$ cat src/rtl/timer_pkg.sv
// Shared types and constants for the seconds-timer command sequencer.
// Contents: opcode and FSM state enums, seconds width, status-word bit
// positions and an unsigned clamp helper for seconds operands.
package timer_pkg;

    localparam int unsigned SEC_W = 6;

    // Bit positions inside the 8-bit status word; bits [3:0] carry tmr_seconds[3:0].
    localparam int unsigned ST_FLAG_BIT = 7;
    localparam int unsigned ST_EN_BIT   = 6;
    localparam int unsigned ST_FWD_BIT  = 5;
    localparam int unsigned ST_RUN_BIT  = 4;

    typedef enum logic [2:0] {
        OP_NOP          = 3'd0,
        OP_LOAD         = 3'd1,
        OP_START        = 3'd2,
        OP_STOP         = 3'd3,
        OP_DIR          = 3'd4,
        OP_SET_ALARM    = 3'd5,
        OP_CLR_ALARM    = 3'd6,
        OP_STATUS_ALARM = 3'd7
    } tseq_op_e;

    typedef enum logic [1:0] {
        S_IDLE,
        S_WRITE,
        S_GAP,
        S_RESP
    } tseq_state_e;

    function automatic logic [SEC_W-1:0] sec_clamp(input logic [SEC_W-1:0] v,
                                                   input logic [SEC_W-1:0] max_v);
        return (v > max_v) ? max_v : v;
    endfunction

endpackage

$ cat src/rtl/timer_alarm_cmp.sv
// Alarm comparator for the seconds timer.
// Fires when the running timer's seconds value newly becomes equal to the alarm value.
// Ports:
//   clk, rst_n  clock, asynchronous active-low reset
//   alarm_en    alarm armed
//   running     timer not paused
//   busy        a load is in progress (WRITE/GAP); matches are ignored
//   seconds     current timer seconds
//   alarm_val   alarm compare value
//   clr         clear the sticky flag
//   fire        combinational match (same cycle as the qualifying seconds value)
//   flag        sticky alarm flag
//   irq         one-cycle pulse, registered from fire
module timer_alarm_cmp
    import timer_pkg::*;
(
    input  logic             clk,
    input  logic             rst_n,
    input  logic             alarm_en,
    input  logic             running,
    input  logic             busy,
    input  logic [SEC_W-1:0] seconds,
    input  logic [SEC_W-1:0] alarm_val,
    input  logic             clr,
    output logic             fire,
    output logic             flag,
    output logic             irq
);

    logic [SEC_W-1:0] prev_q;
    logic             flag_q;
    logic             irq_q;

    // Edge-qualified: only the first cycle of equality counts, so a held value cannot retrigger.
    assign fire = alarm_en && running && !busy &&
                  (seconds == alarm_val) && (prev_q != alarm_val);

    always_ff @(posedge clk or negedge rst_n) begin
        if (!rst_n) begin
            prev_q <= '0;
            flag_q <= 1'b0;
            irq_q  <= 1'b0;
        end else begin
            prev_q <= seconds;
            irq_q  <= fire;
            // A match in the same cycle as a clear leaves the flag set.
            if (fire) begin
                flag_q <= 1'b1;
            end else if (clr) begin
                flag_q <= 1'b0;
            end
        end
    end

    assign flag = flag_q;
    assign irq  = irq_q;

endmodule

$ cat src/rtl/timer_sequencer.sv
// Command sequencer for the seconds timer.
// Accepts 9-bit commands (op + arg), drives the timer data/write/pause/forward inputs,
// stretches each load into a WR_CYCLES write strobe followed by a GAP_CYCLES quiet
// period, and returns one status/response word per command.
// Ports:
//   clk, rst_n                 clock, asynchronous active-low reset
//   cmd_valid/cmd_ready        command handshake; ready only when idle
//   cmd_op, cmd_arg            opcode and operand
//   rsp_valid, rsp_data        one-cycle response strobe and word (0 when not valid)
//   tmr_data, tmr_write        load value and write strobe to the timer
//   tmr_pause, tmr_forward     run control to the timer
//   tmr_seconds                current seconds from the timer
//   alarm_irq                  one-cycle pulse on alarm match
module timer_sequencer
    import timer_pkg::*;
#(
    parameter int unsigned WR_CYCLES  = 3,
    parameter int unsigned GAP_CYCLES = 2,
    parameter int unsigned SEC_MAX    = 9
) (
    input  logic             clk,
    input  logic             rst_n,
    input  logic             cmd_valid,
    output logic             cmd_ready,
    input  logic [2:0]       cmd_op,
    input  logic [5:0]       cmd_arg,
    output logic             rsp_valid,
    output logic [7:0]       rsp_data,
    output logic [SEC_W-1:0] tmr_data,
    output logic             tmr_write,
    output logic             tmr_pause,
    output logic             tmr_forward,
    input  logic [SEC_W-1:0] tmr_seconds,
    output logic             alarm_irq
);

    localparam int unsigned CNT_MAX = (WR_CYCLES > GAP_CYCLES) ? WR_CYCLES : GAP_CYCLES;
    localparam int unsigned CNT_W   = $clog2(CNT_MAX + 1);
    localparam logic [CNT_W-1:0] WR_LAST  = CNT_W'(WR_CYCLES - 1);
    localparam logic [CNT_W-1:0] GAP_LAST = CNT_W'(GAP_CYCLES - 1);
    localparam logic [SEC_W-1:0] SEC_LIM  = SEC_W'(SEC_MAX);

    tseq_state_e      state_q, state_d;
    logic [CNT_W-1:0] cnt_q, cnt_d;
    logic             ready_en_q;
    logic             rsp_alarm_q;
    logic [SEC_W-1:0] data_q, data_d;
    logic             pause_q, pause_d;
    logic             fwd_q, fwd_d;
    logic [SEC_W-1:0] aval_q, aval_d;
    logic             aen_q, aen_d;
    logic             clr;

    tseq_op_e op;
    logic     accept;
    logic     busy;
    logic     fire;
    logic     flag;
    logic     irq;

    assign op        = tseq_op_e'(cmd_op);
    // ready_en_q keeps cmd_ready low while reset is asserted.
    assign cmd_ready = (state_q == S_IDLE) && ready_en_q;
    assign accept    = cmd_valid && cmd_ready;
    assign busy      = (state_q == S_WRITE) || (state_q == S_GAP);

    // Sequencing FSM
    always_comb begin
        state_d = state_q;
        cnt_d   = cnt_q;
        case (state_q)
            S_IDLE: begin
                if (accept) begin
                    state_d = (op == OP_LOAD) ? S_WRITE : S_RESP;
                    cnt_d   = '0;
                end
            end
            S_WRITE: begin
                if (cnt_q == WR_LAST) begin
                    state_d = S_GAP;
                    cnt_d   = '0;
                end else begin
                    cnt_d = cnt_q + CNT_W'(1);
                end
            end
            S_GAP: begin
                if (cnt_q == GAP_LAST) begin
                    state_d = S_RESP;
                    cnt_d   = '0;
                end else begin
                    cnt_d = cnt_q + CNT_W'(1);
                end
            end
            S_RESP:  state_d = S_IDLE;
            default: state_d = S_IDLE;
        endcase
    end

    // Control registers: written at the accept edge so the response cycle already reflects them.
    always_comb begin
        data_d  = data_q;
        pause_d = pause_q;
        fwd_d   = fwd_q;
        aval_d  = aval_q;
        aen_d   = aen_q;
        clr     = 1'b0;
        if (accept) begin
            case (op)
                OP_LOAD:      data_d  = sec_clamp(cmd_arg, SEC_LIM);
                OP_START:     pause_d = 1'b0;
                OP_STOP:      pause_d = 1'b1;
                OP_DIR:       fwd_d   = cmd_arg[0];
                OP_SET_ALARM: begin
                    aval_d = sec_clamp(cmd_arg, SEC_LIM);
                    aen_d  = 1'b1;
                end
                OP_CLR_ALARM: begin
                    aen_d = 1'b0;
                    clr   = 1'b1;
                end
                default: ;
            endcase
        end
        // Alarm auto-pause overrides a concurrent START.
        if (fire) begin
            pause_d = 1'b1;
        end
    end

    always_ff @(posedge clk or negedge rst_n) begin
        if (!rst_n) begin
            state_q     <= S_IDLE;
            cnt_q       <= '0;
            ready_en_q  <= 1'b0;
            rsp_alarm_q <= 1'b0;
            data_q      <= '0;
            pause_q     <= 1'b1;
            fwd_q       <= 1'b1;
            aval_q      <= '0;
            aen_q       <= 1'b0;
        end else begin
            state_q    <= state_d;
            cnt_q      <= cnt_d;
            ready_en_q <= 1'b1;
            if (accept) begin
                rsp_alarm_q <= (op == OP_STATUS_ALARM);
            end
            data_q  <= data_d;
            pause_q <= pause_d;
            fwd_q   <= fwd_d;
            aval_q  <= aval_d;
            aen_q   <= aen_d;
        end
    end

    timer_alarm_cmp u_alarm (
        .clk       (clk),
        .rst_n     (rst_n),
        .alarm_en  (aen_q),
        .running   (!pause_q),
        .busy      (busy),
        .seconds   (tmr_seconds),
        .alarm_val (aval_q),
        .clr       (clr),
        .fire      (fire),
        .flag      (flag),
        .irq       (irq)
    );

    always_comb begin
        rsp_data = '0;
        if (state_q == S_RESP) begin
            if (rsp_alarm_q) begin
                rsp_data = {2'b00, aval_q};
            end else begin
                rsp_data[ST_FLAG_BIT] = flag;
                rsp_data[ST_EN_BIT]   = aen_q;
                rsp_data[ST_FWD_BIT]  = fwd_q;
                rsp_data[ST_RUN_BIT]  = ~pause_q;
                rsp_data[3:0]         = tmr_seconds[3:0];
            end
        end
    end

    assign rsp_valid   = (state_q == S_RESP);
    assign tmr_data    = data_q;
    assign tmr_write   = (state_q == S_WRITE);
    assign tmr_pause   = pause_q;
    assign tmr_forward = fwd_q;
    assign alarm_irq   = irq;

endmodule

$ cat config.mk
export PLATFORM = sky130hd
export DESIGN_NAME = timer_sequencer
export DESIGN_NICKNAME = d
export VERILOG_FILES = /design/src/rtl/timer_pkg.sv /design/src/rtl/timer_alarm_cmp.sv /design/src/rtl/timer_sequencer.sv
export SDC_FILE = /design/constraint.sdc
export NUM_CORES = 1
export LEC_CHECK = 0
export CELL_PAD_IN_SITES_DETAIL_PLACEMENT = 2
export CELL_PAD_IN_SITES_GLOBAL_PLACEMENT = 2
export CORE_MARGIN = 2
export CORE_UTILIZATION = 27
export DETAILED_ROUTE_END_ITERATION = 6
export HOLD_SLACK_MARGIN = 0.15
export PLACE_DENSITY_LB_ADDON = 0.15
export SYNTH_ARGS = -nofsm -noshare
export SYNTH_HDL_FRONTEND = slang
export SYNTH_SLANG_ARGS = --single-unit
$ cat constraint.sdc
create_clock -name clk -period 1.8 [get_ports clk]
set_input_delay 0.36 -clock clk [delete_from_list [all_inputs] [get_ports clk]]
set_output_delay 0.36 -clock clk [all_outputs]
set_load 0.005 [all_outputs]
==> results.md, run 1 <==
* Number of instances in the synthesized netlist at 135
* Type of the most critical hold path: input port to async pin
* Initial DRC Count at 32
* Maximum clock rate at 554 MHz
* Endpoint kind of the worst setup timing path: flop
* Fraction of final layout cells sized beyond drive strength 1 at between 30% and 40%
* Met1 Use GR at 19.1%
* Critical-path cell list: inv_2, ha_4, or3b_4, nor4_4, o211ai_1, nand2_1
* Global routing's busiest layer: met2
* Initial core utilization at 28.4%
* Max VDD drop at 599 µV
* Via Count at around 1.3k
* Min Clock Period, post-route at 1.81 ns
* Iteration count of the initial detailed-routing pass at 2
* Post-synth top area share at between 40% and 50%
* Register area share after synthesis at between 40% and 50%
* CTS clock-pin slew for the worst setup and hold paths at 0.07 ns
* Yosys reg bits at 29
* Port buffer count at 37
* Die height at 77.9 µm
* Mean instance size in the synthesized netlist at around 11 µm²
* GP Congestion at 0.777
* Number of violations of the max-capacitance limit at 0
* Max H-tree Level at 2
* Number of hold buffers added after cts at 0
* Met3 routing resource usage after global routing at 4.42%
* Met2 global-route usage at 26.9%
* Post-synthesis instance area at 1480 µm²
* Number of remaining DRC errors at 0
* Critical Path Start: state_q[1]
* Pin count of the biggest net entering global routing at 30
* Top cells by area, synth: sky130_fd_sc_hd__dfrtp_1 46%, sky130_fd_sc_hd__mux2i_1 4.7%, sky130_fd_sc_hd__ha_1 4.2%
* Count of different cell masters after synthesis at 38
* Number of clock sinks at 29
* Most common flop cell mapped by yosys: sky130_fd_sc_hd__dfrtp_1
* Setup CP Type: flop to flop
* Count of nets left with antenna violations after detail routing at 0
* Largest driver fanout on the critical path at 3
* Die area at roughly 6000 µm²
* Top-Level Pins at 38
* Final clock period utilization by the worst path at 100%
* Stage delay of the slowest cell on the critical path at 0.44 ns
* Final routed wire length divided by cell count at around 16 µm
* Commonest cells after routing, fill and taps aside: 27 x sky130_fd_sc_hd__buf_4, 26 x sky130_fd_sc_hd__clkdlybuf4s50_1, 24 x sky130_fd_sc_hd__dfrtp_1
* Failing checks: negative setup slack
* Signed area change from the synthesized netlist to the final layout at 55.8%
* Overall routed net length at 4.58 mm
* Inserted Clock Buffers at 5
* Horizontal die dimension at around 78 µm
* RSZ-0062 raised after global routing: yes
* Congestion Overflow GR at 0
* Fin util at 44.2%
* Routed via count divided by cell count at ~4.5
* Number of antenna violations at the first check in global routing at 0
* Via count of the first global-routing pass at 1448
* Startpoint of the lowest-slack register-to-register path: state_q[1]
* Largest area contributor in the synthesized netlist: sky130_fd_sc_hd__dfrtp_1
* Clock tree buffer depth at 2
* Post-synth net total at 158
* Critical Path RT at 2.00 ns
* Number of nets in the final layout at 230
* Final worst-path setup slack at -0.00571 ns
* Critical-path top delay cell: sky130_fd_sc_hd__dfrtp_2
* Run status: finished with violations
* Total count of hold-check failures in the final report at 0
* Standard cell area after detailed placement at 2100 µm²
* Half-perimeter wire length of the detailed placement result at 3.34 mm
* Final count of negative-setup-slack endpoints at 1
* Global-route wire length before repair at slightly above 7 mm
* Kind of launch point of the worst setup path: flop
* Root buf cell: sky130_fd_sc_hd__clkbuf_8
* Post-synthesis async set-or-reset flop share at 100%
* Warnings from Yosys at 0
* CTS tree: built
* Number of flops mapped to enable cells by yosys at 0
* Core Rows at 26
* Power per unit of standard cell area at 1250 nW/µm²
* Clock insertion delay at the later pin of the skew report at 0.28 ns
* Leading cell type in the layout, fill and taps excluded: sky130_fd_sc_hd__buf_4
* Static leakage power at 0.00108 µW
* Total count of max-transition violations in the final report at 0
* Area of the core region at 5200 µm²
* Number of diodes at 0
* Cell area after layout at 2300 µm²
* Worst setup skew after layout at between 0.01 and 0.015 ns
* Data arrival time of the worst path at 2.01 ns
* Global router's overall resource usage at 15.7%
==> cell families (layout without fill, tap and decap cells) <==
group / count (synthesis) / after routing / share of synthesized area [%]
mux: 13 / 13 / 10.1
fa+ha+maj: 5 / 5 / 4.24
other cells: 1 / 1 / 0.254
xor+xnor: 12 / 12 / 7.12
buf+inv: 7 / 80 / 2.29
simple gates: 48 / 48 / 18.5
flops: 29 / 29 / 49.3
compound gates: 20 / 20 / 8.22
==> timing repair <==
action | CTS | global route
endpoints found under the setup margin | 14 | 12
hold endpoints to repair | 0 | 0
gates cloned | 0 | 0
setup buffers | 3 | 3
gates resized for setup | 22 | 17
pin swaps | 2 | 6
==> power by group <==
part	switching (µW)	total [µW]	internal, µW	leakage, µW
registers	139	939	800	0.000367
logic	587	1370	780	0.000669
clock network	248	560	312	0.0000455
total	974	2870	1890	0.00108
==> final cells by class <==
type	count	area [µm²]
fillers	557	2900
multi-input cells	99	777
flip-flops and latches	29	732
repair buffers	67	596
clock buffers	8	90.1
well taps	70	87.6
inverters	5	18.8
==> cell usage after synthesis (2+ instances only) <==
cell	count
sky130_fd_sc_hd__nand4_1	3
sky130_fd_sc_hd__and2_1	4
sky130_fd_sc_hd__inv_1	5
sky130_fd_sc_hd__nor3b_1	2
sky130_fd_sc_hd__o21ai_0	8
sky130_fd_sc_hd__nor2_1	9
sky130_fd_sc_hd__and2_2	2
sky130_fd_sc_hd__mux2_2	3
sky130_fd_sc_hd__mux2i_1	7
sky130_fd_sc_hd__ha_1	5
sky130_fd_sc_hd__and3b_1	2
sky130_fd_sc_hd__nor2b_1	8
sky130_fd_sc_hd__xor2_1	6
sky130_fd_sc_hd__mux2_4	3
sky130_fd_sc_hd__o211ai_1	2
sky130_fd_sc_hd__dfstp_2	2
sky130_fd_sc_hd__a21oi_1	3
sky130_fd_sc_hd__nand2_1	7
sky130_fd_sc_hd__dfrtp_1	27
sky130_fd_sc_hd__nor3_1	4
sky130_fd_sc_hd__xnor2_1	6
==> state kept, by name, summed over array words and instances, names as in the netlist <==
name	cells
aen_q	1
ready_en_q	1
tmr_data	6
u_alarm.flag	1
u_alarm.irq	1
tmr_forward	1
state_q	2
tmr_pause	1
cnt_q	2
u_alarm.prev_q	6
rsp_alarm_q	1
aval_q	6
==> critical path: cells and delay by family, from the launching register on <==
family / cells / cell delay [ns]
buf+inv: 1 / 0.09
flops: 1 / 0.44
simple gates: 3 / 0.81
compound gates: 1 / 0.19
fa+ha+maj: 1 / 0.21
==> per-layer routing <==
layer	vias up	part of all wire (%)
met5	-	0
met4	0	1.0
met3	4	2.7
met2	22	53
met1	627	43
li1	607	-
==> stage by stage <==
| stage | setup slack [ns] | power [µW] | hold WS, ns | TNS, ns | std cells |
|---|---|---|---|---|---|
| finish | -0.00571 | 2870 | 0.468 | -0.00571 | 278 |
| global route | -0.111 | 3100 | 0.484 | -0.252 | 278 |
| CTS | -0.193 | 2840 | 0.483 | -0.541 | 275 |
| floorplan | 0.125 | 1470 | 0.0644 | 0 | 135 |
| detailed placement | -0.158 | 2150 | 0.497 | -1.78 | 264 |
| global placement | -0.121 | 2090 | 0.488 | -1.21 | 264 |
==> path summary, 6_finish.rpt <==
| kind | slack, ns | to | cells past startpoint |
|---|---|---|---|
| worst min-delay path | 0.47 | ready_en_q | 2 |
| min in group clk | 0.51 | tmr_data[5] | 1 |
| worst max-delay path | -0.006 | u_alarm.flag | 6 |
| worst min register to register | 0.51 | tmr_data[5] | 1 |
| max in group asynchronous | 0.99 | tmr_pause | 2 |
| worst max register to register | -0.006 | u_alarm.flag | 6 |
(Power assumes the default switching activity.)
==> run 2, diff against run 1 <==
--- a/config.mk
+++ b/config.mk
@@ -8,10 +8,11 @@
 export CELL_PAD_IN_SITES_DETAIL_PLACEMENT = 2
 export CELL_PAD_IN_SITES_GLOBAL_PLACEMENT = 2
 export CORE_MARGIN = 2
-export CORE_UTILIZATION = 27
+export CORE_UTILIZATION = 32
 export DETAILED_ROUTE_END_ITERATION = 6
 export HOLD_SLACK_MARGIN = 0.15
 export PLACE_DENSITY_LB_ADDON = 0.15
 export SYNTH_ARGS = -nofsm -noshare
 export SYNTH_HDL_FRONTEND = slang
+export SYNTH_HIERARCHICAL = 1
 export SYNTH_SLANG_ARGS = --single-unit
==> constraint.sdc (replaced) <==
create_clock -name clk -period 2.3 [get_ports clk]
set_input_delay 0.46 -clock clk [delete_from_list [all_inputs] [get_ports clk]]
set_output_delay 0.46 -clock clk [all_outputs]
set_load 0.005 [all_outputs]
==> run 2 against run 1 <==
Combinational power shrank 28%. Largest cell class unchanged. Flip-flop and latch count unchanged. Sequential power is 13% lower. Total power decreased by 23%. The run now ends clean.
==> results.md, run 2 <==
* Run status: completed
* Clock tree buffer depth at 2 (unchanged)
* Final worst-path setup slack at 0.0942 ns (+0.0999 ns)
* Endpoint kind of the worst setup timing path: output pin
* Max H-tree Level at 2 (unchanged)
* Stage delay of the slowest cell on the critical path at 0.52 ns (+0.08 ns)
* Largest area contributor in the synthesized netlist: sky130_fd_sc_hd__dfrtp_1
* Clock network power share at 17.9% (-1.6 points)
* Signed area change from the synthesized netlist to the final layout at 36.5%
* Worst r2r dst: aval_q[2]
* Fraction of final layout cells sized beyond drive strength 1 at 10.6% (-20 points)
* Endpoint of the worst hold path: tmr_data[4]
* Register area share after synthesis at 48.8% (-0.50 points)
* Startpoint of the lowest-slack register-to-register path: state_q[0]
* Area of the core region at 4410 µm² (-15%)
* Largest delay contributor family on the critical path: buffers and inverters
* Port buffer count at 37 (unchanged)
* Number of diodes at 0 (unchanged)
* Number of flops mapped to enable cells by yosys at 0 (unchanged)
* Number of remaining DRC errors at 0 (unchanged)
* Final clock period utilization by the worst path at between 90% and 100%
* CTS clock-pin slew for the worst setup and hold paths at 0.06 ns (about the same)
* Fraction of power consumed by sequential logic at 37.3% (+4.5 points)
* Commonest cells in the netlist: 27 x sky130_fd_sc_hd__dfrtp_1, 12 x sky130_fd_sc_hd__nor2b_1, 11 x sky130_fd_sc_hd__inv_1
* Clock insertion delay at the later pin of the skew report at 0.27 ns (about the same)
* Top-Level Pins at 38 (unchanged)
* CTS tree: built
* Root buf cell: sky130_fd_sc_hd__clkbuf_8
* Setup TNS at 0 ns (+0.00571 ns)
* Via count of the first global-routing pass at 1422 (-1.8%)
* Count of different cell masters after synthesis at 40 (+5.3%)
* Mean instance size in the synthesized netlist at 10.4 µm² (-4.6%)
* Final count of negative-setup-slack endpoints at 0 (-1)
* Global-route wire length before repair at 7.11 mm (-2.4%)
* Worst-case register-to-register setup slack at 0.53 ns (+0.54 ns)
* Post-placement worst setup slack at 0.0972 ns (+0.255 ns)
* Yosys reg bits at 29 (unchanged)
* Die height at 72.3 µm (-7.3%)
* Core Rows at 24 (-7.7%)
* Horizontal die dimension at 72.3 µm (-7.3%)
* Critical-path top delay cell: sky130_fd_sc_hd__clkdlybuf4s50_1
* RSZ-0062 raised after global routing: no
* Overall routed net length at 4.12 mm (-10%)
* Leading cell type in the layout, fill and taps excluded: sky130_fd_sc_hd__clkdlybuf4s50_1
* Number of hold buffers added after cts at 0 (unchanged)
* Global router's overall resource usage at 18.4% (+2.8 points)
* Worst setup skew after layout at 0.00199 ns (-0.0120 ns)
* Post-synth top area share at 45.3% (-0.46 points)
* Data arrival time of the worst path at 1.75 ns (-0.26 ns)
* Type of the most critical hold path: flop to flop
* Count of nets left with antenna violations after detail routing at 0 (unchanged)
* Initial DRC Count at 30 (-6.3%)
* Inserted Clock Buffers at 5 (unchanged)
* Most common flop cell mapped by yosys: sky130_fd_sc_hd__dfrtp_1
* Number of clock sinks at 29 (unchanged)
* Worst reg-to-reg path cell count at 6 (unchanged)
* Critical-path cell list: clkdlybuf4s50_1, mux2i_1, nor2b_1, clkdlybuf4s50_1
* Setup Buffers After CTS at 0 (-3)
* Cell with the most instances after synthesis: sky130_fd_sc_hd__dfrtp_1
* Pin count of the biggest net entering global routing at 30 (unchanged)
* Setup CP Type: input port to output pin
* GP Congestion at 0.764 (-1.6%)
* Warnings from Yosys at 6 (+6)
* Post-synth net total at 165 (+4.4%)
* Largest driver fanout on the critical path at 3 (unchanged)
* Proportion of total power due to net switching at 35.3% (+1.3 points)
* Hold wc startpoint: tmr_data[4]
* Maximum clock rate at 453 MHz
* P_sw at 776 µW (-20%)
* Initial core utilization at 33.8% (+5.4 points)
* Critical Path RT at 1.84 ns (-0.16 ns)
* Iteration count of the initial detailed-routing pass at 4 (+2)
* Min Clock Period, post-route at about 2.2 ns
* Kind of launch point of the worst setup path: input port
* Routed via count divided by cell count at 5.08 (+12%)
* Most frequent CP cell: sky130_fd_sc_hd__clkdlybuf4s50_1
* Number of nets in the final layout at 209 (-9.1%)
* Post-synthesis async set-or-reset flop share at 100% (unchanged)
* Commonest cells after routing, fill and taps aside: 37 x sky130_fd_sc_hd__clkdlybuf4s50_1, 26 x sky130_fd_sc_hd__dfrtp_1, 12 x sky130_fd_sc_hd__nor2b_1
* Crit path buffers/inverters at 2 (+1)
* Proportion of power drawn by combinational gates at 44.8% (-2.9 points)
* Final routed wire length divided by cell count at 17.2 µm (+4.2%)
* Power per unit of standard cell area at 1080 nW/µm² (-13%)
* Top cells by area, synth: sky130_fd_sc_hd__dfrtp_1 45%, sky130_fd_sc_hd__nor2b_1 5.0%, sky130_fd_sc_hd__xor2_1 4.7%
* Post-synthesis instance area at 1490 µm² (+1.0%)
* Via Count at 1218 (-3.3%)
* Die area at 5220 µm² (-14%)
* Congestion Overflow GR at 0 (unchanged)
* Hold Path Cell Cnt at 1
* Total count of hold-check failures in the final report at 0 (unchanged)
* Fill cell total of the finished layout at 476 (-15%)
* Number of violations of the max-capacitance limit at 0 (unchanged)
* Max VDD drop at 746 µV (+25%)
* Total count of max-transition violations in the final report at 0 (unchanged)
* Internal power of the cells at 1420 µW (-25%)
* Number of instances in the synthesized netlist at 143 (+5.9%)
* Half-perimeter wire length of the detailed placement result at 3.16 mm (-5.3%)
* Static leakage power at 0.000873 µW (-19%)
* Number of antenna violations at the first check in global routing at 0 (unchanged)
run 2: changes by cell type after synthesis, moves of 3 or more:
cell	delta
sky130_fd_sc_hd__nor2b_1	+4
sky130_fd_sc_hd__a21oi_1	+5
sky130_fd_sc_hd__nand3_1	+4
sky130_fd_sc_hd__mux2_4	-3
sky130_fd_sc_hd__nor3_1	-3
sky130_fd_sc_hd__inv_1	+6
run 2: cell type report:
class / count / area (µm²) / share of cell area [%]
timing repair buffer: 39 / 385 / 18.9
clock buffer: 8 / 80.1 / 3.93
inverter: 11 / 41.3 / 2.03
sequential: 29 / 729 / 35.8
tap: 52 / 65.1 / 3.20
multi-input combinational: 101 / 734 / 36.1
run 2: how the worst max path moves through the flow:
stage | start | endpoint | slack [ns] | cells past startpoint
6_report | tmr_seconds[0] | rsp_data[0] | 0.09 | 4
5_1_grt | tmr_seconds[0] | rsp_data[0] | 0.04 | 4
4_1_cts | state_q[0] | cmd_ready | 0.04 | 4
3_5_place_dp | tmr_seconds[3] | rsp_data[3] | 0.1 | 4
3_3_place_gp | tmr_seconds[0] | rsp_data[0] | 0.1 | 4
2_1_floorplan | state_q[0] | tmr_forward | 0.75 | 6
run 2: layer usage:
layer  track usage, %  vias up  share of wire, %
met1             19.9      617                40
met2             34.4       23                55
li1                 -      574                 -
met5                0        -                 0
met4             6.29        0               1.4
met3             5.00        4               3.3
run 2: repair_timing:
| item | 4_1_cts | 5_1_grt |
|---|---|---|
| hold endpoints to repair | 0 | 0 |
| gates resized for setup | 1 | 4 |
| endpoints found under the setup margin | 7 | 4 |
run 2: kinds of logic after synthesis:
logic type	after synthesis	synth area share, %
buffers and inverters	13	3.61
other	1	0.251
flip-flops	29	48.8
multiplexers	6	4.11
adder cells (fa/ha/maj)	4	3.36
XOR/XNOR	12	7.05
AO/OA/AOI/OAI	26	11.4
AND/OR/NAND/NOR	52	21.4
run 2: per-stage QoR:
stage | hold slack (ns) | power [µW] | cells | area, µm² | utilization (%)
final | 0.500 | 2200 | 240 | 2040 | 46.1
after global routing | 0.575 | 2390 | 240 | 2040 | 46.1
after CTS | 0.511 | 2190 | 240 | 2010 | 45.6
after detailed placement | 0.491 | 1770 | 232 | 1930 | 43.7
after global placement | 0.491 | 1700 | 232 | 1930 | 43.7
after floorplan | 0.164 | 1300 | 143 | 1490 | -
run 2: worst reg2reg max path, stage by stage (launching register included):
cell                      delay, ns
sky130_fd_sc_hd__dfrtp_1       0.44
sky130_fd_sc_hd__inv_1         0.15
sky130_fd_sc_hd__ha_4          0.19
sky130_fd_sc_hd__and3_4        0.22
sky130_fd_sc_hd__and3_1        0.43
sky130_fd_sc_hd__nand3_1       0.15
sky130_fd_sc_hd__o21ai_0       0.10
run 2: power by group through the flow:
stage	sequential [µW]	clock, µW	combinational [µW]
2_1_floorplan	769	0	536
3_3_place_gp	805	0	899
3_5_place_dp	825	0	949
4_1_cts	816	414	962
5_1_grt	845	441	1100
6_report	819	393	984
